<file path="src/rtl/newspaper_dispenser.sv">
// rtl/newspaper_dispenser.sv - paper-feed dispenser with request queue and stock tracking
//
// Purpose: accepts one-cycle dispense requests, runs the feed motor for
// MOTOR_CYCLES cycles per copy, tracks pending requests and remaining stock.
// Optional feature macro: DISPENSE_COUNT_EN (adds saturating 16-bit `total`).
//
// Ports:
//   clk       in   system clock, rising edge
//   rst       in   synchronous active-high reset
//   newspaper in   one-cycle dispense request
//   refill    in   one-cycle pulse, reloads stock to STOCK_INIT
//   motor     out  feed motor drive (registered)
//   done      out  one-cycle pulse, one copy delivered (registered)
//   refund    out  one-cycle pulse, request rejected (registered)
//   empty     out  stock == 0 (combinational)
//   pending   out  accepted but undelivered requests (registered)
//   stock     out  copies remaining (registered)
//   total     out  delivered-copy count, saturating (DISPENSE_COUNT_EN only)
module newspaper_dispenser #(
  parameter int MOTOR_CYCLES = 4,
  parameter int STOCK_INIT   = 8,
  parameter int STOCK_W      = 8,
  parameter int PEND_DEPTH   = 3,
  parameter int PEND_W       = 2
) (
  input  logic               clk,
  input  logic               rst,
  input  logic               newspaper,
  input  logic               refill,
  output logic               motor,
  output logic               done,
  output logic               refund,
  output logic               empty,
  output logic [PEND_W-1:0]  pending,
`ifdef DISPENSE_COUNT_EN
  output logic [15:0]        total,
`endif
  output logic [STOCK_W-1:0] stock
);

  localparam int TIMER_W = (MOTOR_CYCLES > 1) ? $clog2(MOTOR_CYCLES) : 1;

  typedef enum logic [1:0] {IDLE = 2'd0, RUN = 2'd1, GAP = 2'd2} state_t;

  state_t              state, state_d;
  logic [TIMER_W-1:0]  timer, timer_d;
  logic                accept;
  logic                deliver;
  logic [PEND_W-1:0]   pending_d;
  logic [STOCK_W-1:0]  stock_d;

  always_comb begin
    state_d   = state;
    timer_d   = timer;
    pending_d = pending;
    stock_d   = stock;

    // Judged on the current register values, before this edge's updates.
    accept  = newspaper &&
              (32'(pending) < PEND_DEPTH) &&
              (32'(pending) < 32'(stock));
    // Counters drop on the edge that enters GAP.
    deliver = (state == RUN) && (timer == '0);

    case (state)
      IDLE: begin
        if (pending != '0 && stock != '0) begin
          state_d = RUN;
          timer_d = TIMER_W'(MOTOR_CYCLES - 1);
        end
      end
      RUN: begin
        if (timer == '0) state_d = GAP;
        else             timer_d = timer - TIMER_W'(1);
      end
      GAP:     state_d = IDLE;
      default: state_d = IDLE;
    endcase

    // Simultaneous accept and delivery cancel out.
    if (accept && !deliver)      pending_d = pending + PEND_W'(1);
    else if (!accept && deliver) pending_d = pending - PEND_W'(1);

    // Refill wins over a coincident delivery decrement.
    if (refill)       stock_d = STOCK_W'(STOCK_INIT);
    else if (deliver) stock_d = stock - STOCK_W'(1);
  end

  always_ff @(posedge clk) begin
    if (rst) begin
      state   <= IDLE;
      timer   <= '0;
      motor   <= 1'b0;
      done    <= 1'b0;
      refund  <= 1'b0;
      pending <= '0;
      stock   <= STOCK_W'(STOCK_INIT);
    end else begin
      state   <= state_d;
      timer   <= timer_d;
      motor   <= (state_d == RUN);
      done    <= (state_d == GAP);
      refund  <= newspaper && !accept;
      pending <= pending_d;
      stock   <= stock_d;
    end
  end

`ifdef DISPENSE_COUNT_EN
  // Counts in step with the done pulse; refill does not touch it.
  always_ff @(posedge clk) begin
    if (rst)                                  total <= '0;
    else if (state_d == GAP && total != 16'hFFFF) total <= total + 16'd1;
  end
`endif

  assign empty = (stock == '0);

endmodule

</file>
<file path="config.mk">
export PLATFORM = sky130hd
export DESIGN_NAME = newspaper_dispenser
export DESIGN_NICKNAME = d
export VERILOG_FILES = /design/src/rtl/newspaper_dispenser.sv
export SDC_FILE = /design/constraint.sdc
export NUM_CORES = 1
export LEC_CHECK = 0
export ABC_AREA = 1
export CORE_MARGIN = 3
export CORE_UTILIZATION = 50
export CTS_CLUSTER_DIAMETER = 40
export DETAILED_ROUTE_END_ITERATION = 6
export PLACE_DENSITY_LB_ADDON = 0.12
export SYNTH_ARGS = -nofsm -noshare
export SYNTH_HDL_FRONTEND = slang
export SYNTH_SLANG_ARGS = --single-unit
</file>
<file path="constraint.sdc">
create_clock -name clk -period 5 [get_ports clk]
set_input_delay 1 -clock clk [delete_from_list [all_inputs] [get_ports clk]]
set_output_delay 1 -clock clk [all_outputs]
set_load 0.02 [all_outputs]
</file>
# Yosys cells after proc, flatten, opt, wreduce, memory -nomap -nowiden
# Index checks and enable logic that the tools add are counted.
# classes
order_cmp	2
n_bitwise	0
n_mux	8
shifts	0
add_sub_neg	4
reduce_logical	18
n_eq_ne	5
n_mul	0
n_div	0
# ops
op	count
two-way mux 2 bit	6
logical NOT 8 bit	1
< comparator 2 x 8 -> 1 bit	1
case mux 2 bit (2 select lines)	2
nonzero test 8 bit	1
subtractor 8 x 1 -> 8 bit, second input constant	1
logical AND 1 bit	7
nonzero test 2 bit	3
equality test 2 x 1 -> 1 bit, second input constant	2
logical NOT 2 bit	2
!= test 2 bit, second input constant	2
subtractor 2 x 1 -> 2 bit, second input constant	2
AND reduction 3 bit	1
adder 2 x 1 -> 2 bit, second input constant	1
equality test 2 bit, second input constant	1
logical NOT 1 bit	2
< comparator 2 bit, second input constant	1
OR reduction 2 bit	1
# word_totals
wordCells	44
n_memories	0
mem_bits_ro	0
in_bits	4
ram_bits	0
out_inout_bits	14
reg_bits	17
latchBits	0

# Depth between registers and ports, before layout
# Gate-level depths: netlist of the first run.
# depth
word_depth	7
depth_mapped	12

# Least setup slack after synthesis of the first run
# No wires, ideal clock.
# synth_path
path_kind	reg-to-output
startpoint	register stock[0]
endpoint	output port empty
path_slack_ns	2.957
t_arrival_ns	1.043
path_stages_with_launch	5
required_ns	4.000
path_cell_list	dfxtp_1 -> inv_1 -> ha_1 -> nand2_1 -> nor2_1
# synth_between
elab_chain_len	1
# synth_rtl
element	line	source
start: declaration	38	output logic [STOCK_W-1:0] stock
start signal: assignment	97	stock <= STOCK_W'(STOCK_INIT);
start signal: assignment	105	stock <= stock_d;
logical NOT 8 bit	117	assign empty = (stock == '0);
end: declaration	33	output logic empty,
# Every way passes these cells.

# Worst setup path after layout of the first run
# Ends and elaborated chain as after synthesis.

==> metrics.cfg, run 1 <==
[placement]
placed_area_mm2=0.00104
gp_congestion=0.799
io_buffer_count=17
hpwl_mm=1.36

[worst_setup_path]
rr_worst_depth=12
worstPathMaxFanout=4
cp_cell_sequence=inv_1, ha_1, nand2_1, nor2_1, clkdlybuf4s50_1
crit_family=buffers and inverters
critPathLaunchType=flop
cp.arrival_ps=1770
critPathBufInv=2
crit_slowest_cell=clkdlybuf4s50_1
worst_r2r_startpoint=stock[1]
crit_required_ps=4000
r2r_end=pending[1]
cp-end-kind=output port
max_stage_delay_ps=620
worst-setup-path-type=reg2out
ff2ff_setup_slack_ps=3070

[detailed_routing]
drt_iter0_drc=23
drc_errors=0
wl_per_cell_um=11.4
antenna_left=0
vias=825
routed_wl_mm=1.77
dr.pass1.iters=5
avgViaCountPerCell=5.32

[cells_and_area]
fill_cells=138
final_cell_area_mm2=0.00107
final_nets=149
finish.utilization=0.688
syn_to_final_growth_pct=25.5
drive_gt1_frac=0.0719
diodes=0
seq_area_um2=340
multi_input_area_um2=428

[yosys]
synthTopCellsByArea=dfxtp_1, inv_1, nand2_1, ha_1, nor2_1
avgSynthCellArea_um2=7.24
syn_area_um2=855
yosys_warnings=0
synthFlopType=dfxtp_1
synth_seq_cells=17
ys_types=15
async_flop_share=0
synth_top_area_share=0.398
seq_area_frac_synth=0.398
syn-num-nets=127
synthCells=118
synth_enable_flop_cells=0
netlist.top_cell.by_area=dfxtp_1

[grt]
grt_use_total=0.179
grt_pass1_wl_mm=2.96
grt_max_degree=11
grt_pass1_vias=723
grt_overflow=0
antenna_found_initial=0

[sta]
final_hold_viol_count=0
max-slew-margin-rel=0.703
finalCritPeriodShare=0.553
setup_violations=0
min_period_ps=2770
worstMarginPinSlew_ps=444
maxSlewViolCount=0
finalSetupTns_ps=0
rsz0062_at_grt=false
clock_skew_ps=0.906
max_freq_mhz=362

[floorplan]
die_y_um=47.3
rows=14
initial_core_util=0.548
die-area_mm2=0.00224
coreArea_mm2=0.00156
ios=18
die_x_um=47.3

[cts]
cts.clk_slew.worst_paths_ps=100
post_cts_buffers=0
clk_latency_ps=290
ctsHoldBuffers=0
cts_resized=0
clockRootBuffer=clkbuf_4
clockBufferDepth=2
cts_tree=done
htree_num_levels=1
clock_sinks=17
cts_buffers=3

[worst_hold_path]
min_from=stock[4]
holdPathEnd=stock[4]
hold_depth=2
hold_class=reg2reg

[power_and_ir_drop]
ir_worst_vdd_mv=0.359
power_density_mw_per_mm2=463
p_leak_uw=0.000451

[run]
cap_violations=0

[run_status]
status=completed

-- kinds of logic after synthesis --
family | count (synthesis) | synth area share
buffers and inverters | 23 | 0.101
AOI/OAI and AO/OA | 21 | 0.130
adders and majority gates | 5 | 0.0732
and+or+nand+nor | 52 | 0.297
DFF | 17 | 0.398
-- where the power goes --
part | total (uW) | leakage, uW | switching [uW] | internal, uW
sequential | 192 | 0.000139 | 25.5 | 167
clock | 75.5 | 0.0000177 | 45.8 | 29.7
combinational | 229 | 0.000295 | 138 | 90.5
-- synthesized netlist by cell type (2+ instances only) --
library cell / instances
ha_1: 5
nand2_1: 20
nand3_1: 8
nor2_1: 15
dfxtp_1: 17
nor2_4: 2
o21ai_0: 8
nand4_1: 4
inv_1: 23
a21oi_1: 11
-- sequential cells by signal, indices dropped and copies added, names as in the netlist --
name,count
timer,2
motor,1
done,1
stock,8
state,2
refund,1
pending,2
-- routing by layer --
| metal | global-route usage | routed length (um) |
|---|---|---|
| met1 | 0.256 | 886 |
| met2 | 0.259 | 800 |
| met3 | 0.0421 | 67 |
| met4 | 0.0608 | 11 |
| met5 | 0 | 0 |
-- cell type report --
cell class | count | share of cell area
clock buffer | 3 | 0.0210
clock inverter | 1 | 0.00467
inverter | 23 | 0.0805
multi-input combinational | 78 | 0.399
sequential | 17 | 0.317
tap | 16 | 0.0187
timing repair buffer | 17 | 0.159
-- worst reg2reg max path, cell delays in order (launching register included) --
cell,delay [ps]
dfxtp_1,380
inv_1,90
ha_1,280
o21ai_0,80
nand2_1,60
nand2_1,40
nor2_1,90
nor2_1,60
ha_1,300
a21oi_1,110
o21ai_0,110
o21ai_0,160
a21oi_1,60
-- through the flow --
step	std cells	setup WS, ps	hold slack, ps	total power (uW)
floorplan	118	2960	495	347
detailed placement	151	2440	507	422
CTS	155	2220	521	499
global route	155	2130	544	537
global placement	151	2530	505	414
finish	155	2230	519	497
-- worst max path at each step --
stage | slack, ps | start | cells after the start | end
after global placement | 2530 | newspaper | 8 | pending[1]
final | 2230 | stock[0] | 5 | empty
after global routing | 2130 | stock[0] | 5 | empty
after detailed placement | 2440 | newspaper | 8 | pending[1]
after floorplan | 2960 | stock[0] | 4 | empty
after CTS | 2220 | stock[0] | 5 | empty
-- cell usage in the layout, fill, tap and decap left out, drive strengths merged --
cell	Yosys	routed
a21oi	11	11
o21a	1	1
clkinv	0	1
clkbuf	0	3
dfxtp	17	17
nor2	17	17
inv	23	23
ha	5	5
o21ai	9	9
nand2	21	21
nand4	5	5
clkdlybuf4s50	0	17
nand3	8	8
nor3	1	1
Note: power is estimated with default switching activity, not from simulation.
==> run 2, diff against run 1 <==
--- a/config.mk
+++ b/config.mk
@@ -7,7 +7,7 @@
 export LEC_CHECK = 0
 export ABC_AREA = 1
 export CORE_MARGIN = 3
-export CORE_UTILIZATION = 50
+export CORE_UTILIZATION = 44
 export CTS_CLUSTER_DIAMETER = 40
 export DETAILED_ROUTE_END_ITERATION = 6
 export PLACE_DENSITY_LB_ADDON = 0.12
==> constraint.sdc (replaced) <==
create_clock -name clk -period 2.54 [get_ports clk]
set_input_delay 0.508 -clock clk [delete_from_list [all_inputs] [get_ports clk]]
set_output_delay 0.508 -clock clk [all_outputs]
set_load 0.02 [all_outputs]
==> run 2 against run 1 <==
  * Sequential cell count did not move
  * Clock skew is 4.1 ps higher
  * First-iteration DRC count fell by 39%
  * Sequential share of layout area fell by 0.29 points
  * Register-to-register slack worse by 2500 ps
  * Via count decreased by 7.9%
  * Non-clock buffer count stayed put
  * Largest cell class unchanged
==> metrics.cfg, run 2 (synthesized netlist as in run 1, its figures left out) <==
[worst_setup_path]
crit_slowest_cell=clkdlybuf4s50_1
cp-end-kind=output port
max_stage_delay_ps=610  ; about the same
cp.arrival_ps=1760  ; about the same
crit_family=buffers and inverters
critPathLaunchType=flop
critPathBufInv=2  ; unchanged
worst-setup-path-type=reg2out
crit_required_ps=2030  ; -1970 ps
cp_cell_sequence=inv_1, ha_1, nand2_1, nor2_1, clkdlybuf4s50_1
worstPathMaxFanout=4  ; unchanged

[cts]
cts_tree=done
clockRootBuffer=clkbuf_4
post_cts_buffers=0  ; unchanged
cts.clk_slew.worst_paths_ps=90  ; about the same
cts_buffers=3  ; unchanged
clockBufferDepth=2  ; unchanged
clock_sinks=17  ; unchanged
htree_num_levels=1  ; unchanged
clk_latency_ps=290  ; about the same
ctsHoldBuffers=0  ; unchanged
cts_resized=0  ; unchanged

[run]
cap_violations=0  ; unchanged

[placement]
hpwl_mm=1.30  ; -4.4%
placed_area_mm2=0.00106  ; +1.1%
dp.cells=160  ; +6.0%
dp_slack_ps=473  ; -1970 ps
gp_congestion=0.816  ; +2.1%
io_buffer_count=17  ; unchanged

[grt]
grt_use_total=0.156  ; -0.0225
grt_pass1_vias=719  ; -0.55%
grt_pass1_wl_mm=2.97  ; +0.24%
antenna_found_initial=0  ; unchanged
grt_overflow=0  ; unchanged
grt_max_degree=10  ; -1

[sta]
finalCritPeriodShare=0.891
maxSlewViolCount=0  ; unchanged
max-slew-margin-rel=0.737  ; +0.0343
finalSetupTns_ps=0  ; unchanged
final_hold_viol_count=0  ; unchanged
max_freq_mhz=442
min_period_ps=2260
rsz0062_at_grt=false
clock_skew_ps=5.06  ; +4.15 ps
worstMarginPinSlew_ps=393  ; -51.3 ps
fin_ws_ps=276  ; -1960 ps
setup_violations=0  ; unchanged

[floorplan]
initial_core_util=0.479  ; -0.0689
coreArea_mm2=0.00178  ; +14%
rows=15  ; +1
die-area_mm2=0.00251  ; +12%
ios=18  ; unchanged
die_x_um=50.1  ; +5.8%
die_y_um=50.1  ; +5.8%

[cells_and_area]
largest_register_ffs=8  ; unchanged
final_nets=149  ; unchanged
finish.utilization=0.607  ; -0.0808
final_common_cell=inv_1
diodes=0  ; unchanged
drive_gt1_frac=0.0647  ; -0.00719
regMostFlops=stock
finalNonFillerCells=164  ; +5.8%
final_cell_area_mm2=0.00108  ; +0.93%
syn_to_final_growth_pct=26.6
final_cell_mix=inv_1, nand2_1, dfxtp_1, clkdlybuf4s50_1, nor2_1

[detailed_routing]
antenna_left=0  ; unchanged
routed_wl_mm=1.68  ; -4.7%
drt_iter0_drc=14  ; -39%
drc_errors=0  ; unchanged
dr.pass1.iters=4  ; -1
wl_per_cell_um=10.3  ; -9.9%
avgViaCountPerCell=4.63  ; -13%
vias=760  ; -7.9%

[power_and_ir_drop]
power_density_mw_per_mm2=888  ; +92%
p_leak_uw=0.000449  ; -0.60%
ir_worst_vdd_mv=0.394  ; +9.7%

[worst_hold_path]
hold_class=reg2reg

[run_status]
status=completed

run 2: cell count changes in the layout (fill, tap and decap cells not counted), sizes merged:
cell,delta
clkbuf,+1
clkinv,-1
run 2: area by class of cell:
type / instances / area, um^2
fillers: 179 / 701
flip-flops and latches: 17 / 340
multi-input cells: 78 / 428
inverters: 23 / 86.3
well taps: 25 / 31.3
clock buffers: 4 / 26.3
repair buffers: 17 / 170
run 2: metal layers:
metal  routed length (um)  vias up  global-route usage
li1                     -      421                   -
met1                  798      319               0.181
met2                  799       18               0.261
met3                   71        2              0.0634
met4                   12        0              0.0415
met5                    0        -                   0
run 2: stage by stage:
| stage | hold WS, ps | power [uW] |
|---|---|---|
| CTS | 534 | 974 |
| detailed placement | 514 | 827 |
| floorplan | 495 | 684 |
| finish | 526 | 961 |
| global placement | 499 | 815 |
| global route | 572 | 1050 |
run 2: tightest hold or removal path, stage by stage (launching register included):
cell,delay (ps)
dfxtp_1,360
nand2_1,80
a21oi_1,50
run 2: where the power goes:
part	switching (uW)	internal [uW]
sequential	49.2	329
combinational	263	176
clock	83.0	61.1
total	395	566
run 2: final timing paths:
kind,start,endpoint,slack (ps),depth (start not counted)
worst max-delay path,stock[0],empty,280,5
worst min register to register,stock[4],stock[4],530,2
worst min-delay path,stock[4],stock[4],530,2
worst max register to register,stock[1],pending[1],610,12
